--- config.mk ---
export PLATFORM = sky130hd
export DESIGN_NAME = btn_led_ctrl
export DESIGN_NICKNAME = d
export VERILOG_FILES = /design/src/rtl/btn_led_ctrl.sv
export SDC_FILE = /design/constraint.sdc
export NUM_CORES = 1
export LEC_CHECK = 0
export CAP_MARGIN = 10
export CORE_MARGIN = 2
export CORE_UTILIZATION = 47
export CTS_BUF_LIST = sky130_fd_sc_hd__clkbuf_4
export CTS_CLUSTER_DIAMETER = 120
export DETAILED_ROUTE_END_ITERATION = 16
export GPL_ROUTABILITY_DRIVEN = 1
export PLACE_DENSITY = 0.6
export SKIP_LAST_GASP = 1
export SLEW_MARGIN = 20
export SYNTH_ARGS = -nofsm -noshare
export SYNTH_HDL_FRONTEND = slang
export SYNTH_SLANG_ARGS = --single-unit
--- constraint.sdc ---
create_clock -name clk -period 2.6 [get_ports clk]
set_input_delay 0.52 -clock clk [delete_from_list [all_inputs] [get_ports clk]]
set_output_delay 0.52 -clock clk [all_outputs]
set_load 0.005 [all_outputs]
--- src/rtl/btn_led_ctrl.sv ---
// Button-to-LED controller: synchronises and debounces buttons, then drives
// LEDs in reversed, direct, toggle-latch or rotating-chaser mode chosen by sw.
module btn_led_ctrl #(
  parameter int N_CH            = 4,
  parameter int SYNC_STAGES     = 2,
  parameter int DEBOUNCE_CYCLES = 1250000,
  parameter int CHASE_CYCLES    = 12500000
) (
  input  logic            clk,
  input  logic            rst,
  input  logic [N_CH-1:0] btn,
  input  logic [1:0]      sw,
  output logic [N_CH-1:0] led,
  output logic [N_CH-1:0] btn_db,
  output logic [N_CH-1:0] btn_rise
);

  localparam int DB_W = $clog2(DEBOUNCE_CYCLES) + 1;
  localparam int CH_W = $clog2(CHASE_CYCLES) + 1;
  localparam logic [DB_W-1:0] DB_LAST = DB_W'(DEBOUNCE_CYCLES - 1);
  localparam logic [CH_W-1:0] CH_LAST = CH_W'(CHASE_CYCLES - 1);

  localparam logic [1:0] MODE_REV   = 2'b00;
  localparam logic [1:0] MODE_DIR   = 2'b01;
  localparam logic [1:0] MODE_TOG   = 2'b10;
  localparam logic [1:0] MODE_CHASE = 2'b11;

  logic [N_CH-1:0] btn_sync_q [SYNC_STAGES];
  logic [N_CH-1:0] btn_sync_d [SYNC_STAGES];
  logic [1:0]      sw_sync_q  [SYNC_STAGES];
  logic [1:0]      sw_sync_d  [SYNC_STAGES];
  logic [DB_W-1:0] db_cnt_q   [N_CH];
  logic [DB_W-1:0] db_cnt_d   [N_CH];

  logic [N_CH-1:0] btn_db_q, btn_db_d;
  logic [N_CH-1:0] btn_rise_q, btn_rise_d;
  logic [N_CH-1:0] tog_q, tog_d;
  logic [N_CH-1:0] pos_q, pos_d;
  logic [N_CH-1:0] led_q, led_d;
  logic [CH_W-1:0] presc_q, presc_d;
  logic            dir_up_q, dir_up_d;

  logic [N_CH-1:0] btn_s;
  logic [1:0]      mode;
  logic [1:0]      mode_next;
  logic            enter_chase;

  always_comb begin
    btn_sync_d[0] = btn;
    sw_sync_d[0]  = sw;
    for (int s = 1; s < SYNC_STAGES; s++) begin
      btn_sync_d[s] = btn_sync_q[s-1];
      sw_sync_d[s]  = sw_sync_q[s-1];
    end
    btn_s     = btn_sync_q[SYNC_STAGES-1];
    mode      = sw_sync_q[SYNC_STAGES-1];
    mode_next = sw_sync_q[SYNC_STAGES-2];
  end

  always_comb begin
    btn_db_d   = btn_db_q;
    btn_rise_d = '0;
    for (int i = 0; i < N_CH; i++) begin
      db_cnt_d[i] = '0;
      if (btn_s[i] != btn_db_q[i]) begin
        if (db_cnt_q[i] == DB_LAST) begin
          btn_db_d[i]   = ~btn_db_q[i];
          btn_rise_d[i] = ~btn_db_q[i];
        end else begin
          db_cnt_d[i] = db_cnt_q[i] + DB_W'(1);
        end
      end
    end
  end

  // Entry is detected one stage early so the reset position is already
  // in pos_q when the new mode first reaches the LED register.
  always_comb begin
    tog_d       = tog_q;
    dir_up_d    = dir_up_q;
    presc_d     = presc_q;
    pos_d       = pos_q;
    enter_chase = (mode_next == MODE_CHASE) && (mode != MODE_CHASE);

    if (mode == MODE_TOG) begin
      tog_d = tog_q ^ btn_rise_q;
    end

    if (mode == MODE_CHASE) begin
      if (btn_rise_q[0] && !btn_rise_q[N_CH-1]) begin
        dir_up_d = 1'b1;
      end else if (!btn_rise_q[0] && btn_rise_q[N_CH-1]) begin
        dir_up_d = 1'b0;
      end
    end

    if (enter_chase) begin
      presc_d = '0;
      pos_d   = N_CH'(1);
    end else if (mode == MODE_CHASE) begin
      if (presc_q == CH_LAST) begin
        presc_d = '0;
        pos_d   = dir_up_q ? {pos_q[N_CH-2:0], pos_q[N_CH-1]}
                           : {pos_q[0], pos_q[N_CH-1:1]};
      end else begin
        presc_d = presc_q + CH_W'(1);
      end
    end
  end

  always_comb begin
    led_d = '0;
    case (mode)
      MODE_REV: begin
        for (int i = 0; i < N_CH; i++) begin
          led_d[i] = btn_db_q[N_CH-1-i];
        end
      end
      MODE_DIR:   led_d = btn_db_q;
      MODE_TOG:   led_d = tog_q;
      MODE_CHASE: led_d = pos_q;
      default:    led_d = '0;
    endcase
  end

  always_ff @(posedge clk) begin
    if (rst) begin
      for (int s = 0; s < SYNC_STAGES; s++) begin
        btn_sync_q[s] <= '0;
        sw_sync_q[s]  <= '0;
      end
      for (int i = 0; i < N_CH; i++) begin
        db_cnt_q[i] <= '0;
      end
      btn_db_q   <= '0;
      btn_rise_q <= '0;
      tog_q      <= '0;
      pos_q      <= N_CH'(1);
      dir_up_q   <= 1'b1;
      presc_q    <= '0;
      led_q      <= '0;
    end else begin
      for (int s = 0; s < SYNC_STAGES; s++) begin
        btn_sync_q[s] <= btn_sync_d[s];
        sw_sync_q[s]  <= sw_sync_d[s];
      end
      for (int i = 0; i < N_CH; i++) begin
        db_cnt_q[i] <= db_cnt_d[i];
      end
      btn_db_q   <= btn_db_d;
      btn_rise_q <= btn_rise_d;
      tog_q      <= tog_d;
      pos_q      <= pos_d;
      dir_up_q   <= dir_up_d;
      presc_q    <= presc_d;
      led_q      <= led_d;
    end
  end

  assign led      = led_q;
  assign btn_db   = btn_db_q;
  assign btn_rise = btn_rise_q;

endmodule

==> results.toml, run 1 <==
[synth]
syn-cell-area_um2 = 6510
yosysWarnings = 0
ys_seq_area_share_pct = 44.9
synth_edf_count = 0
syn-num-nets = 755
async_flop_share_pct = 0
synth_cell_types = 42
avgSynthCellArea_um2 = 8.78
synthFlopType = "dfxtp_1"
syn_inst = 741
synth-seq-cells = 146

[sta]
finalSetupTns_ns = 0
max_slew_margin_pct = 64.0
hold_viol_final = 0
max_clock_freq_ghz = 0.443
rsz0062_at_grt = "no"
drv_slew = 0
fin_crit_ns = 2.26
setup_viol = 0
period_share_pct = 86.8
worst_clock_skew_ns = 0.0102
tightest_slew_ns = 0.535

[drt]
viasPerCell = 5.59
wl_per_cell_um = 14.0
drt-total-wl_um = 13300
drt_iter0_markers = 278
dr_total_vias = 5319
firstDrtPassIters = 4
ant_nets = 0
drc = 0

[critical_path]
crit_arrival_ns = 2.75
cp_slowest_cell = "or4_1"
cp-start-kind = "flop"
reg2reg_setup_slack_ns = 0.34
path_max_fanout = 10
end_kind = "flop"
crit_chain = "ha_1 -> and4_1 -> nand4_1 -> or4_1 -> a21oi_1"
critPathKind = "flop to flop"
required_ns = 3.09
max_stage_delay_ns = 0.59

[cells_and_area]
final_util_pct = 52.3
fin_nets = 773
final_area_um2 = 7180
final_cell_mix = "dfxtp_1 (146), nor2_1 (75), a21oi_1 (53), nand2_1 (43), nand3_1 (38)"
n_fill_cell = 1293
fin_cells = 952
multi_input_area_um2 = 3380
layout-drive-gt1-share_pct = 6.87
diodes = 0
area.growth.synth_to_final_pct = 10.3
final_common_cell = "dfxtp_1"
seq_area_um2 = 2920

[placement]
dp_cells = 920
io_buffers = 19
dp_hpwl_um = 9380
place.gp.congestion = 0.798
place_area_um2 = 6880

[clock_network]
cts_made_buffers = 17
cts_root_buf = "clkbuf_4"
cts_buffer_depth = 2
cts_hold_buffers = 0
cts_htree_levels = 4
cts_tree = "built"
clock_latency_ns = 0.55
post_cts_buffers = 0
clk_pin_slew_ns = 0.12
post_cts_resize_count = 0
cts_sinks = 146

[global_routing]
gr-total-overflow = 0
grt_pass1_wl_um = 22800
grt_usage_pct = 19.0
antenna_found_initial = 0
grt_max_degree = 23
grt_pass1_vias = 4963

[status]
status = "completed"

[floorplanning]
die_area_um2 = 14800
num_rows = 43
fp.dieW_um = 122
core_area_um2 = 13700
die_y_um = 122
initial_core_util_pct = 47.4
boundaryPins = 20

[run]
cap_violations = 0

[pwr]
p_leak_nw = 2.12
peakVddDrop_mv = 0.229
power_density_nw_per_um2 = 538

[hold_path]
min_path_type = "flop to flop"
==> synth_stat cells, types with 2 or more instances <==
| library cell | instances | share of area [%] |
|---|---|---|
| and3_1 | 11 | 1.1 |
| or4_1 | 26 | 3.0 |
| and2_1 | 6 | 0.58 |
| nor4b_1 | 9 | 1.2 |
| or3_1 | 29 | 2.8 |
| xor2_1 | 29 | 3.9 |
| nand2_1 | 43 | 2.5 |
| mux4_2 | 4 | 1.4 |
| o21ba_2 | 3 | 0.46 |
| nor4bb_1 | 2 | 0.31 |
| nor2_1 | 75 | 4.3 |
| clkbuf_1 | 24 | 1.4 |
| and4_1 | 16 | 2.2 |
| or4b_2 | 2 | 0.31 |
| a31o_2 | 3 | 0.40 |
| or2_2 | 3 | 0.29 |
| a21oi_1 | 53 | 4.1 |
| o31ai_1 | 19 | 2.2 |
| mux2i_1 | 3 | 0.46 |
| nor2b_1 | 18 | 1.7 |
| o21ai_0 | 37 | 2.8 |
| xnor2_1 | 36 | 4.8 |
| dfxtp_1 | 146 | 45 |
| buf_4 | 3 | 0.35 |
| nand3_1 | 38 | 2.9 |
| nand4_1 | 35 | 3.4 |
| nor4_1 | 16 | 1.5 |
| ha_1 | 6 | 1.2 |
| buf_2 | 4 | 0.31 |
| nor3_1 | 13 | 1.0 |
| inv_1 | 18 | 1.0 |
==> layout make-up <==
cell class	count	area share, %
multi-input combinational	545	47.1
sequential	146	40.7
timing repair buffer	31	3.90
tap	180	3.14
clock inverter	14	2.35
clock buffer	18	1.88
inverter	18	0.941
==> registers in the layout (all words and copies together), names as in the netlist <==
name / flops
btn_db: 4
btn_rise: 4
btn_sync_q: 8
db_cnt_q: 88
dir_up_q: 1
led: 4
pos_q: 4
presc_q: 25
sw_sync_q: 4
tog_q: 4
==> kinds of logic after synthesis <==
| family | after synthesis | synth area share (%) |
|---|---|---|
| XOR/XNOR | 65 | 8.75 |
| multiplexers | 7 | 1.85 |
| AND/OR/NAND/NOR | 347 | 29.7 |
| AO/OA/AOI/OAI | 120 | 10.5 |
| buffers and inverters | 50 | 3.13 |
| flip-flops | 146 | 44.9 |
| adder cells (fa/ha/maj) | 6 | 1.15 |
==> worst paths after layout <==
path	start	endpoint	cells past startpoint
setup / recovery	presc_q[1]	presc_q[24]	5
hold / removal	btn_sync_q[0][0]	btn_sync_q[0][4]	1
setup reg to reg	presc_q[1]	presc_q[24]	5
hold reg to reg	btn_sync_q[0][0]	btn_sync_q[0][4]	1
==> worst max-delay path: cells and delay by family (launching register included) <==
family | cells | cell delay [ns]
fa+ha+maj | 1 | 0.23
flops | 1 | 0.50
simple gates | 3 | 1.31
compound gates | 1 | 0.16
==> stage by stage <==
step	hold slack, ns	setup WS [ns]	power (mW)
2_1_floorplan	0.414	0.577	2.34
3_5_place_dp	0.431	0.405	2.38
4_1_cts	0.461	0.359	3.91
5_1_grt	0.477	0.171	4.01
6_report	0.456	0.343	3.86
3_3_place_gp	0.419	0.452	2.37
==> metal layers <==
layer | up-vias | global-route usage [%] | share of wire (%) | wire [um]
met5 | - | 0 | 0 | 0
met4 | 0 | 7.61 | 1.6 | 209
met3 | 18 | 4.92 | 3.5 | 462
met2 | 62 | 30.6 | 46 | 6110
met1 | 2515 | 24.5 | 49 | 6520
li1 | 2724 | - | - | -
==> power breakdown <==
| group | internal [mW] | total (mW) | switching, mW |
|---|---|---|---|
| Combinational | 0.0307 | 0.0688 | 0.0381 |
| Sequential | 2.25 | 2.25 | 0.00795 |
| Clock | 0.750 | 1.54 | 0.787 |
| Total | 3.03 | 3.86 | 0.833 |
(Power assumes the default switching activity.)
==> run 2: changes to the inputs <==
--- a/config.mk
+++ b/config.mk
@@ -6,12 +6,14 @@
 export NUM_CORES = 1
 export LEC_CHECK = 0
 export CAP_MARGIN = 10
+export CORE_ASPECT_RATIO = 0.7
 export CORE_MARGIN = 2
 export CORE_UTILIZATION = 47
 export CTS_BUF_LIST = sky130_fd_sc_hd__clkbuf_4
 export CTS_CLUSTER_DIAMETER = 120
 export DETAILED_ROUTE_END_ITERATION = 16
 export GPL_ROUTABILITY_DRIVEN = 1
+export MAX_ROUTING_LAYER = met4
 export PLACE_DENSITY = 0.6
 export SKIP_LAST_GASP = 1
 export SLEW_MARGIN = 20
==> run 2 against run 1 <==
  * Clock power fell by 11%
  * Global-route usage grew 0.39 points
  * Via count is essentially flat
  * Cell count stayed put
  * Fmax decreased by 1.6%
  * Worst hold slack about the same
  * Register-to-register slack worse by 0.04 ns
  * Total power fell by 4.3%
  * Setup slack got worse by 0.036 ns
  * Clock-buffer cell count shrank 1
  * Critical path type unchanged
  * Critical endpoint unchanged
  * Largest cell class unchanged
==> results.toml, run 2 (same netlist as run 1, synthesis figures left out) <==
[global_routing]
grt_max_degree = 36
grt_usage_pct = 19.4
grt_pass1_vias = 4799
antenna_found_initial = 0
gr-total-overflow = 0
grt_pass1_wl_um = 22400

[drt]
dr_total_vias = 5324
firstDrtPassIters = 5
wl_per_cell_um = 13.8
viasPerCell = 5.59
drc = 0
drt-total-wl_um = 13100
drt_iter0_markers = 366
ant_nets = 0

[critical_path]
r2r-end = "presc_q[24]"
cp_slowest_cell = "or4_1"
reg2reg_setup_slack_ns = 0.31
crit_chain = "ha_1 -> and4_1 -> nand4_1 -> or4_1 -> a21oi_1"
critPathKind = "flop to flop"
end_kind = "flop"
required_ns = 3.06
max_stage_delay_ns = 0.61
cp_top_family = "simple AND/OR/NAND/NOR gates"
rr_worst_depth = 5
path_max_fanout = 10
crit_arrival_ns = 2.75
r2r_start = "presc_q[1]"
path_buf_inv = 0
cp-start-kind = "flop"

[floorplanning]
fp.dieW_um = 145
die_area_um2 = 14800
die_y_um = 102
initial_core_util_pct = 48.7
core_area_um2 = 13400
boundaryPins = 20
num_rows = 35

[sta]
max_slew_margin_pct = 59.1
fin_crit_ns = 2.29
tightest_slew_ns = 0.609
period_share_pct = 88.2
max_clock_freq_ghz = 0.436
setup_viol = 0
drv_slew = 0
hold_viol_final = 0
worst_clock_skew_ns = 0.0206
finalSetupTns_ns = 0
setup_slack_ns = 0.307
rsz0062_at_grt = "no"

[clock_network]
clk_pin_slew_ns = 0.13
cts_tree = "built"
cts_made_buffers = 17
cts_hold_buffers = 0
cts_buffer_depth = 2
clock_latency_ns = 0.52
cts_sinks = 146
post_cts_buffers = 0
post_cts_resize_count = 0
cts_htree_levels = 4
cts_root_buf = "clkbuf_4"

[hold_path]
worstHoldStart = "btn_sync_q[0][2]"
hold_end = "btn_sync_q[0][6]"
hold_depth = 1
min_path_type = "flop to flop"

[cells_and_area]
largest_reg_flops = 88
fin_nets = 769
top_register = "db_cnt_q"
top_regs = "db_cnt_q: 88 flops, presc_q: 25 flops, btn_sync_q: 8 flops"
diodes = 0
final_common_cell = "dfxtp_1"
layout-drive-gt1-share_pct = 7.04
area.growth.synth_to_final_pct = 9.63
final_cell_mix = "dfxtp_1 (146), nor2_1 (75), a21oi_1 (53), nand2_1 (43), nand3_1 (38)"

[pwr]
power_density_nw_per_um2 = 518
p_leak_nw = 2.09
peakVddDrop_mv = 0.221

[placement]
dp_hpwl_um = 9230
place.gp.congestion = 0.830
dp_slack_ns = 0.376
io_buffers = 19

[run]
cap_violations = 0

[status]
status = "completed"
-- run 2: cell count changes in the layout (fill, tap and decap cells not counted) --
cell | before | now
inv_6 | 0 | 1
clkbuf_4 | 18 | 17
bufinv_16 | 4 | 2
buf_12 | 0 | 1
buf_4 | 12 | 7
clkinv_2 | 0 | 4
clkinv_4 | 0 | 3
clkinv_1 | 7 | 1
-- run 2: worst max path at each step --
| stage | depth (start not counted) | slack, ns | start | endpoint |
|---|---|---|---|---|
| floorplan | 6 | 0.58 | db_cnt_q[2][0] | db_cnt_q[2][18] |
| global placement | 5 | 0.45 | db_cnt_q[2][0] | db_cnt_q[2][18] |
| detailed placement | 5 | 0.38 | presc_q[1] | presc_q[24] |
| CTS | 5 | 0.35 | presc_q[1] | presc_q[24] |
| global route | 5 | 0.19 | presc_q[1] | presc_q[24] |
| finish | 5 | 0.31 | presc_q[1] | presc_q[24] |
-- run 2: metal layers --
| layer | up-vias | GRT usage [%] | part of all wire (%) |
|---|---|---|---|
| met2 | 77 | 28.5 | 43 |
| met1 | 2502 | 27.0 | 53 |
| met3 | 12 | 4.59 | 3.3 |
| met4 | 0 | 5.00 | 0.84 |
| met5 | - | - | 0 |
| li1 | 2733 | - | - |
-- run 2: final cells by class --
type / count / area (um^2)
multi-input combinational: 545 / 3380
tap: 185 / 231
fill: 1210 / 6220
sequential: 146 / 2920
clock buffer: 17 / 128
clock inverter: 14 / 141
timing repair buffer: 27 / 263
inverter: 18 / 67.6
-- run 2: metrics by stage --
| step | std cells | area [um^2] | util (%) | power, mW | hold WS [ns] |
|---|---|---|---|---|---|
| 3_5_place_dp | 921 | 6870 | 51.4 | 2.37 | 0.424 |
| 5_1_grt | 952 | 7140 | 53.4 | 3.85 | 0.479 |
| 4_1_cts | 952 | 7140 | 53.4 | 3.75 | 0.458 |
| 6_report | 952 | 7140 | 53.4 | 3.70 | 0.455 |
| 2_1_floorplan | 741 | 6510 | - | 2.34 | 0.414 |
| 3_3_place_gp | 921 | 6870 | 51.4 | 2.37 | 0.420 |
-- run 2: power by group --
part | total [mW] | internal [mW] | switching (mW) | leakage, nW
Sequential | 2.26 | 2.25 | 0.00827 | 1.18
Combinational | 0.0661 | 0.0293 | 0.0368 | 0.774
Clock | 1.37 | 0.561 | 0.814 | 0.141
==> run 3: changes to the inputs <==
--- a/config.mk
+++ b/config.mk
@@ -13,6 +13,7 @@
 export CTS_CLUSTER_DIAMETER = 120
 export DETAILED_ROUTE_END_ITERATION = 16
 export GPL_ROUTABILITY_DRIVEN = 1
+export HOLD_SLACK_MARGIN = 0.08
 export MAX_ROUTING_LAYER = met4
 export PLACE_DENSITY = 0.6
 export SKIP_LAST_GASP = 1
==> results of run 3 <==
The final DEF is identical to that of run 2; final timing and power are the same.
